==> src/rtl/lcd_text_formatter_if.sv <==
// Character handshake between the text formatter and the LCD driver.
// The formatter drives data/pos/valid and the driver answers with ready.
interface lcd_text_formatter_if;
  logic [7:0] char_data;
  logic [4:0] char_pos;
  logic       char_valid;
  logic       char_ready;

  modport master (
    output char_data,
    output char_pos,
    output char_valid,
    input  char_ready
  );

  modport slave (
    input  char_data,
    input  char_pos,
    input  char_valid,
    output char_ready
  );
endinterface

==> src/rtl/lcd_text_formatter.sv <==
// Formats a committed instruction into a 2x16 LCD frame, one char per handshake.
// Define FMT_HEX_EN to append the raw value as "0xHHHH" on line 2.
module lcd_text_formatter (
  input  logic                        clock,
  input  logic                        reset,
  input  logic                        update_in,
  input  logic [2:0]                  opcode_in,
  input  logic [3:0]                  reg_index_in,
  input  logic [15:0]                 reg_value_in,
  lcd_text_formatter_if.master        lcd,
  output logic                        busy,
  output logic                        frame_done
);

  typedef enum logic [1:0] {
    IDLE,
    CONVERT,
    EMIT,
    PENDING_CHK
  } state_t;

  state_t      state_q, state_d;

  logic        upd_q;
  logic        armed_q;
  logic        rise;

  logic [2:0]  op_q, sop_q;
  logic [3:0]  idx_q, sidx_q;
  logic [15:0] val_q, sval_q;
  logic        pending_q;

  logic [15:0] sh_q;
  logic [19:0] bcd_q;
  logic [19:0] adj;
  logic [3:0]  cnt_q;
  logic [4:0]  pos_q;
  logic        done_q;

  logic        start_new;
  logic        start_pend;
  logic        accept;
  logic        last;
  logic [15:0] ld_val;
  logic [15:0] ld_mag;

  logic        valid;
  logic [7:0]  ch;
  logic [31:0] mn;
  logic [3:0]  col;
  logic [3:0]  ones;

  // armed_q blocks a level held high across reset release
  assign rise       = update_in & ~upd_q & armed_q;
  assign start_new  = (state_q == IDLE) & rise;
  assign start_pend = (state_q == PENDING_CHK) & pending_q;
  assign accept     = (state_q == EMIT) & lcd.char_ready;
  assign last       = accept & (pos_q == 5'd31);

  assign ld_val = start_pend ? sval_q : reg_value_in;
  assign ld_mag = ld_val[15] ? (~ld_val + 16'd1) : ld_val;

  always_ff @(posedge clock) begin
    if (!reset) begin
      state_q <= IDLE;
    end else begin
      state_q <= state_d;
    end
  end

  always_comb begin
    state_d = state_q;
    unique case (state_q)
      IDLE:        if (rise) state_d = CONVERT;
      CONVERT:     if (cnt_q == 4'd15) state_d = EMIT;
      EMIT:        if (last) state_d = PENDING_CHK;
      PENDING_CHK: state_d = pending_q ? CONVERT : IDLE;
      default:     state_d = IDLE;
    endcase
  end

  always_comb begin
    valid = 1'b0;
    busy  = 1'b0;
    unique case (state_q)
      IDLE:        busy = 1'b0;
      CONVERT:     busy = 1'b1;
      EMIT: begin
        valid = 1'b1;
        busy  = 1'b1;
      end
      PENDING_CHK: busy = 1'b1;
      default:     busy = 1'b0;
    endcase
  end

  always_comb begin
    adj = bcd_q;
    for (int i = 0; i < 5; i++) begin
      if (bcd_q[i*4 +: 4] >= 4'd5) adj[i*4 +: 4] = bcd_q[i*4 +: 4] + 4'd3;
    end
  end

  always_ff @(posedge clock) begin
    if (!reset) begin
      upd_q     <= 1'b0;
      armed_q   <= 1'b0;
      op_q      <= '0;
      idx_q     <= '0;
      val_q     <= '0;
      sop_q     <= '0;
      sidx_q    <= '0;
      sval_q    <= '0;
      pending_q <= 1'b0;
      sh_q      <= '0;
      bcd_q     <= '0;
      cnt_q     <= '0;
      pos_q     <= '0;
      done_q    <= 1'b0;
    end else begin
      upd_q   <= update_in;
      armed_q <= armed_q | ~update_in;
      done_q  <= last;
      if (start_new | start_pend) begin
        op_q  <= start_pend ? sop_q : opcode_in;
        idx_q <= start_pend ? sidx_q : reg_index_in;
        val_q <= ld_val;
        sh_q  <= ld_mag;
        bcd_q <= '0;
        cnt_q <= '0;
      end else if (state_q == CONVERT) begin
        bcd_q <= {adj[18:0], sh_q[15]};
        sh_q  <= {sh_q[14:0], 1'b0};
        cnt_q <= cnt_q + 4'd1;
      end
      if (accept) pos_q <= pos_q + 5'd1;
      // a new edge beats the clear so a request is never dropped
      if (rise & (state_q != IDLE)) begin
        pending_q <= 1'b1;
        sop_q     <= opcode_in;
        sidx_q    <= reg_index_in;
        sval_q    <= reg_value_in;
      end else if (start_pend) begin
        pending_q <= 1'b0;
      end
    end
  end

`ifdef FMT_HEX_EN
  function automatic logic [7:0] hex_ch(input logic [3:0] n);
    return (n < 4'd10) ? (8'h30 + {4'd0, n}) : (8'h37 + {4'd0, n});
  endfunction
`endif

  assign col  = pos_q[3:0];
  assign ones = (idx_q >= 4'd10) ? (idx_q - 4'd10) : idx_q;

  always_comb begin
    mn = "----";
    unique case (op_q)
      3'd0:    mn = "LOAD";
      3'd1:    mn = "ADD ";
      3'd2:    mn = "ADDI";
      3'd3:    mn = "SUB ";
      3'd4:    mn = "SUBI";
      3'd5:    mn = "MUL ";
      3'd6:    mn = "CLR ";
      default: mn = "----";
    endcase
  end

  always_comb begin
    ch = 8'h20;
    if (!pos_q[4]) begin
      case (col)
        4'd0:    ch = mn[31:24];
        4'd1:    ch = mn[23:16];
        4'd2:    ch = mn[15:8];
        4'd3:    ch = mn[7:0];
        4'd5:    ch = "R";
        4'd6:    ch = (idx_q >= 4'd10) ? "1" : "0";
        4'd7:    ch = 8'h30 + {4'd0, ones};
        default: ch = 8'h20;
      endcase
    end else begin
      case (col)
        4'd0:    ch = val_q[15] ? "-" : "+";
        4'd1:    ch = 8'h30 + {4'd0, bcd_q[19:16]};
        4'd2:    ch = 8'h30 + {4'd0, bcd_q[15:12]};
        4'd3:    ch = 8'h30 + {4'd0, bcd_q[11:8]};
        4'd4:    ch = 8'h30 + {4'd0, bcd_q[7:4]};
        4'd5:    ch = 8'h30 + {4'd0, bcd_q[3:0]};
`ifdef FMT_HEX_EN
        4'd10:   ch = "0";
        4'd11:   ch = "x";
        4'd12:   ch = hex_ch(val_q[15:12]);
        4'd13:   ch = hex_ch(val_q[11:8]);
        4'd14:   ch = hex_ch(val_q[7:4]);
        4'd15:   ch = hex_ch(val_q[3:0]);
`endif
        default: ch = 8'h20;
      endcase
    end
  end

  assign lcd.char_valid = valid;
  assign lcd.char_pos   = pos_q;
  assign lcd.char_data  = valid ? ch : 8'h20;
  assign frame_done     = done_q;

endmodule

==> src/flat_wrapper.sv <==
// flat-port wrapper written by rule: the top's interface ports become plain ports
module lcd_text_formatter_flat 
  (clock, reset, update_in, opcode_in, reg_index_in, reg_value_in, busy, frame_done, lcd_char_data, lcd_char_pos, lcd_char_valid, lcd_char_ready);
  lcd_text_formatter_if lcd_i ();
  input  logic clock;
  input  logic reset;
  input  logic update_in;
  input  logic [2:0] opcode_in;
  input  logic [3:0] reg_index_in;
  input  logic [15:0] reg_value_in;
  output logic busy;
  output logic frame_done;
  output wire logic [$bits(lcd_i.char_data)-1:0] lcd_char_data;
  output wire logic [$bits(lcd_i.char_pos)-1:0] lcd_char_pos;
  output wire logic [$bits(lcd_i.char_valid)-1:0] lcd_char_valid;
  input wire logic [$bits(lcd_i.char_ready)-1:0] lcd_char_ready;
  assign lcd_char_data = lcd_i.char_data;
  assign lcd_char_pos = lcd_i.char_pos;
  assign lcd_char_valid = lcd_i.char_valid;
  assign lcd_i.char_ready = lcd_char_ready;
  lcd_text_formatter u_core (.clock(clock), .reset(reset), .update_in(update_in), .opcode_in(opcode_in), .reg_index_in(reg_index_in), .reg_value_in(reg_value_in), .lcd(lcd_i), .busy(busy), .frame_done(frame_done));
endmodule
==> config.mk <==
export PLATFORM = sky130hd
export DESIGN_NAME = lcd_text_formatter_flat
export DESIGN_NICKNAME = d
export VERILOG_FILES = /design/src/rtl/lcd_text_formatter_if.sv /design/src/rtl/lcd_text_formatter.sv /design/src/flat_wrapper.sv
export SDC_FILE = /design/constraint.sdc
export NUM_CORES = 1
export LEC_CHECK = 0
export CAP_MARGIN = 10
export CORE_ASPECT_RATIO = 2
export CORE_MARGIN = 1
export CORE_UTILIZATION = 59
export DETAILED_ROUTE_END_ITERATION = 16
export GPL_TIMING_DRIVEN = 1
export PLACE_DENSITY = 0.81
export SLEW_MARGIN = 20
export SYNTH_ARGS = -nofsm -noshare
export SYNTH_HDL_FRONTEND = slang
export SYNTH_SLANG_ARGS = --single-unit
==> constraint.sdc <==
create_clock -name clock -period 3 [get_ports clock]
set_clock_uncertainty 0.1 [all_clocks]
set_input_delay 0.6 -clock clock [delete_from_list [all_inputs] [get_ports clock]]
set_output_delay 0.6 -clock clock [all_outputs]
set_load 0.01 [all_outputs]
; ---- Yosys cells after proc, flatten, opt, wreduce, memory -nomap -nowiden
; Index checks and enable logic that the tools add are counted.
[word_totals]
ff_bits = 97
latchBits = 0
mem_bits_rw = 0
romBits = 0
out_inout_bits = 16
n_memories = 0
[op_classes]
n_addsub = 15
multipliers = 0
n_div = 0
order_cmp = 6
n_eq_ne = 21
shifts = 0
n_mux = 28
bitwise_logic = 13
reduce_logical = 9
[ops]
columns = cell, n
row1 = 31-bit one-hot mux with 7 select lines, 1
row2 = 16-bit 2-to-1 mux, 4
row3 = 8-bit one-hot mux with 7 select lines, 1
row4 = 8-bit one-hot mux with 6 select lines, 1
row5 = 6-bit by 4-bit adder with 7-bit output (first input constant), 6
row6 = 4-bit 2-to-1 mux, 6
row7 = 4-bit by 3-bit >= comparator with 1-bit output (second input constant), 5
row8 = 16-bit by 1-bit adder with 16-bit output (second input constant), 1
row9 = 4-bit by 2-bit adder with 4-bit output (second input constant), 4
row10 = 4-bit by 3-bit equality test with 1-bit output (second input constant), 4
row11 = 8-bit 2-to-1 mux, 2
row12 = 16-bit NOT, 1
row13 = 3-bit equality test (second input constant), 3
row14 = 3-bit 2-to-1 mux, 3
row15 = 4-bit by 2-bit equality test with 1-bit output (second input constant), 2
row16 = 2-bit one-hot mux with 4 select lines, 1
row17 = 1-bit AND, 7
row18 = 3-bit by 2-bit equality test with 1-bit output (second input constant), 2
row19 = 2-bit 2-to-1 mux, 3
row20 = 2-bit by 1-bit inequality test with 1-bit output (second input constant), 3
row21 = 2-bit nonzero test, 3
row22 = 5-bit by 1-bit adder with 5-bit output (second input constant), 1
row23 = 5-bit equality test (second input constant), 1
row24 = 1-bit 2-to-1 mux, 5
row25 = other kinds (18), 22

; ---- Longest topological paths before layout
[depth]
word_depth = 7
mapped_depth = 11

; ---- Worst setup path before layout
; Ideal clock, no wire load.
[synth_timing]
path_kind = register to output
start = register u_core.pos_q[0] (netlist: u_core.lcd.char_pos[0])
end = output port lcd_char_data[1]
t_arrival_ns = 1.919
required_ns = 2.300
slack_ns = 0.381
stages_incl_launch_ff = 8
path_buffers = 2
path_cell_list = dfxtp_1 -> ha_1 -> clkbuf_1 -> clkbuf_1 -> a22oi_1 -> a21oi_1 -> o31ai_1 -> a211oi_1
[synth_between]
elab_chain_len = 4
[synth_lines]
columns = element, line
row1 = start: declaration, lcd_text_formatter.sv:37  ; logic [4:0] pos_q;
row2 = start signal: assignment, lcd_text_formatter.sv:136  ; if (accept) pos_q <= pos_q + 5'd1;
row3 = "4-bit by 3-bit equality test with 1-bit output, or another cell as far along", lcd_text_formatter.sv:175  ; case (col)
row4 = 8-bit one-hot mux with 7 select lines / 8-bit one-hot mux with 6 select lines (equally long branches), "lcd_text_formatter.sv:175, lcd_text_formatter.sv:186"
row5 = 8-bit 2-to-1 mux (*), lcd_text_formatter.sv:174  ; if (!pos_q[4]) begin
row6 = 8-bit 2-to-1 mux (*), lcd_text_formatter.sv:208  ; assign lcd.char_data = valid ? ch : 8'h20;
row7 = end: declaration, flat_wrapper.sv:13  ; output wire logic [$bits(lcd_i.char_data)-1:0] lcd_char_data;
; Mark *: on every way between the ends. The rest lies on a longest branch, timed or not.

; ---- Worst setup path in the final report
[layout_timing]
start = register u_core.pos_q[0] (netlist: u_core.lcd.char_pos[0])
end = output port lcd_char_data[4]
; Same word-level chain as after synthesis.

==> impl_metrics.yaml <==
timing:
  relSlewSlack_pct: 44.3
  setup_viol_count_final: 0
  period_needed_ns: 2.91
  clock.fmax_ghz: 0.344
  maxSlewViolCount: 0
  setup_slack_ns: 0.0946
  worst_slew_pin_slew_ns: 0.835
  hold_viol_final: 0
  rsz0062_at_grt: "no"
  period_share_pct: 96.8
critical_path:
  endpoint_kind: "output port"
  cp.depth: 8
  crit_required_ns: 2.30
  crit_start: "u_core.lcd.char_pos[0]"
  crit_slowest_cell: "or4b_2"
  r2r_cells: 8
  r2r_start: "u_core.state_q[0]"
  path_max_fanout: 9
  start_kind: "register"
  critical_path_buf_inv_count: 4
  critPathArrivalTime_ns: 2.21
  crit_type: "reg -> out"
  cp_top_family: "simple AND/OR/NAND/NOR gates"
  critPathMaxStageDelay_ns: 0.65
  path_cells: "inv_1, ha_2, buf_6, buf_4, or4b_2, a21oi_2, nor3_1, buf_2"
synthesis:
  yosysSeqAreaShare_pct: 32.1
  async_flop_share_pct: 0
  ys.flop_type: "dfxtp_1"
  syn_area_per_cell_um2: 7.78
  netlist_instances: 658
  syn_nets: 708
  synth-seq-cells: 82
  synth_edf_count: 0
  yosysWarnings: 0
  synth_area_mm2: 0.00512
  synth_cell_types: 65
power_and_ir_drop:
  p_clk_share_pct: 33.2
  leakagePower_nw: 2.30
  power.switching_mw: 0.962
  combPwrFrac_pct: 27.1
  p_int_mw: 2.09
  p_per_area_mw_per_mm2: 503
  ir_drop_mv: 0.345
  power_mw: 3.05
  switching_share_pct: 31.5
  p_seq_share_pct: 39.6
detailed_routing:
  first_pass_iters: 6
  vias_per_cell: 6.32
  vias: 5071
  first_iter_violations: 342
  wire_per_inst_um: 17.4
  postRouteWirelength_um: 14000
  post-route-drc-count: 0
  detail-route-antenna-nets: 0
min_path:
  hold_class: "reg -> reg"
  hold_depth: 2
  holdCritStartpoint: "u_core.sval_q[0]"
final_layout:
  layout.nets: 750
  antenna_cells: 0
  final_layout_size_suffix_gt1_share_pct: 12.3
  layout_commonest_cell: "nand2_1"
  layout_common_cells: "99 x nand2_1, 80 x dfxtp_1, 71 x a21oi_1"
  syn_to_final_growth_pct: 18.6
die:
  die_w_um: 67.9
  start_util_pct: 61.3
  die_h_um: 134
  io_pins: 43
  rows: 47
  core-area_mm2: 0.00835
  dieArea_mm2: 0.00907
global_route:
  grt_use_total_pct: 32.3
  grt_pass1_wl_um: 22300
  antenna_found_initial: 0
  grt_start_max_net_pins: 40
  grt_pass1_vias: 4938
  overflow: 0
clock_tree:
  cts_root_buffer: "clkbuf_16"
  numCtsBuffers: 9
  cts_sinks: 82
  cts-hold-fix-buffers: 0
  cts_tree: "built"
  htree_levels: 3
  cts_buffer_depth: 2
  clk_pin_slew_ns: 0.06
  clock_latency_ns: 0.34
status:
  run_status: "complete, no violations"
placement:
  pre_cts_ws_ns: -0.00639
  dp_hpwl_um: 10100
  gp_congestion: 0.953
  numPortBuffers: 41
job:
  drv_cap: 0
## cells in the mapped netlist (all sizes together), types with 5 or more instances
library cell / instances / share of area (%)
nand2: 101 / 7.6
xor2: 9 / 1.5
ha: 23 / 5.6
a21oi: 72 / 7.0
a311oi: 8 / 1.4
a211oi: 12 / 1.8
nand3b: 5 / 0.73
and3: 5 / 0.61
a21o: 9 / 1.3
mux2: 7 / 1.5
nand3: 18 / 1.8
clkbuf: 31 / 2.3
a31oi: 5 / 0.61
nor3: 9 / 0.88
dfxtp: 82 / 32
mux2i: 33 / 6.5
buf: 17 / 1.7
nand2b: 11 / 1.3
xnor2: 14 / 2.4
nor2: 51 / 3.7
inv: 25 / 1.8
o211ai: 7 / 1.0
a22oi: 6 / 0.88
o21ai: 33 / 3.2
o22ai: 5 / 0.73
nand4: 7 / 0.86
## worst register-to-register path, stage by stage, from the launching register on
cell      delay, ns
dfxtp_1        0.34
ha_1           0.31
and3_1         0.27
a21oi_1        0.24
ha_1           0.28
o21ai_0        0.21
nor4_2         0.39
mux2i_1        0.31
o311ai_1       0.13
## stage by stage
| stage | utilization [%] | setup TNS (ns) | cell area (um2) | hold WS, ns | instances |
|---|---|---|---|---|---|
| after floorplan | - | 0 | 5120 | 0.332 | 658 |
| after global placement | 68.8 | 0 | 5750 | 0.341 | 787 |
| after detailed placement | 68.8 | -0.00639 | 5750 | 0.347 | 787 |
| after CTS | 72.5 | -0.00324 | 6050 | 0.355 | 803 |
| after global routing | 72.7 | 0 | 6070 | 0.372 | 803 |
| final | 72.7 | 0 | 6070 | 0.355 | 803 |
## timing repair
| action | 4_1_cts | 5_1_grt |
|---|---|---|
| setup endpoints to repair | 7 | 7 |
| buffers inserted | 0 | 0 |
| gates resized for setup | 29 | 10 |
| pin swaps | 3 | 2 |
## final timing paths
path / endpoint / slack [ns]
min: u_core.sval_q[0] / 0.35
max reg2reg: u_core.sh_q[12] / 0.28
min reg2reg: u_core.sval_q[0] / 0.35
max: lcd_char_data[4] / 0.09
## logic make-up after synthesis
family,synth area share [%]
AO/OA/AOI/OAI,23.8
multiplexers,7.99
adder cells (fa/ha/maj),5.62
flip-flops,32.1
AND/OR/NAND/NOR,20.7
XOR/XNOR,3.94
buffers and inverters,5.82
other,0.0733
## power by group through the flow
stage / logic (mW) / clock network [mW] / registers, mW
after CTS: 0.818 / 1.03 / 1.21
after detailed placement: 0.806 / 0 / 1.23
after floorplan: 0.555 / 0 / 1.22
final: 0.828 / 1.01 / 1.21
after global routing: 0.899 / 1.07 / 1.22
after global placement: 0.784 / 0 / 1.23
## registers in the layout, indices dropped and copies added (netlist names), 4 cells and up
signal,cells
u_core.sh_q,16
u_core.lcd.char_pos,5
u_core.sval_q,16
u_core.idx_q,4
u_core.sidx_q,4
u_core.bcd_q,20
u_core.cnt_q,4
## final cells by class
cell class | count | area [um2]
flip-flops and latches | 82 | 1640
fillers | 675 | 2280
well taps | 98 | 123
clock buffers | 11 | 243
multi-input cells | 503 | 3240
inverters | 25 | 93.8
clock inverters | 5 | 30.0
repair buffers | 79 | 699
## per-layer routing
layer	vias to the layer above	wire length, um	GRT usage, %
li1	2425	-	-
met1	2353	4920	31.4
met2	217	7610	56.7
met3	76	647	6.85
met4	0	810	23.3
met5	-	0	0
(Power assumes the default switching activity.)
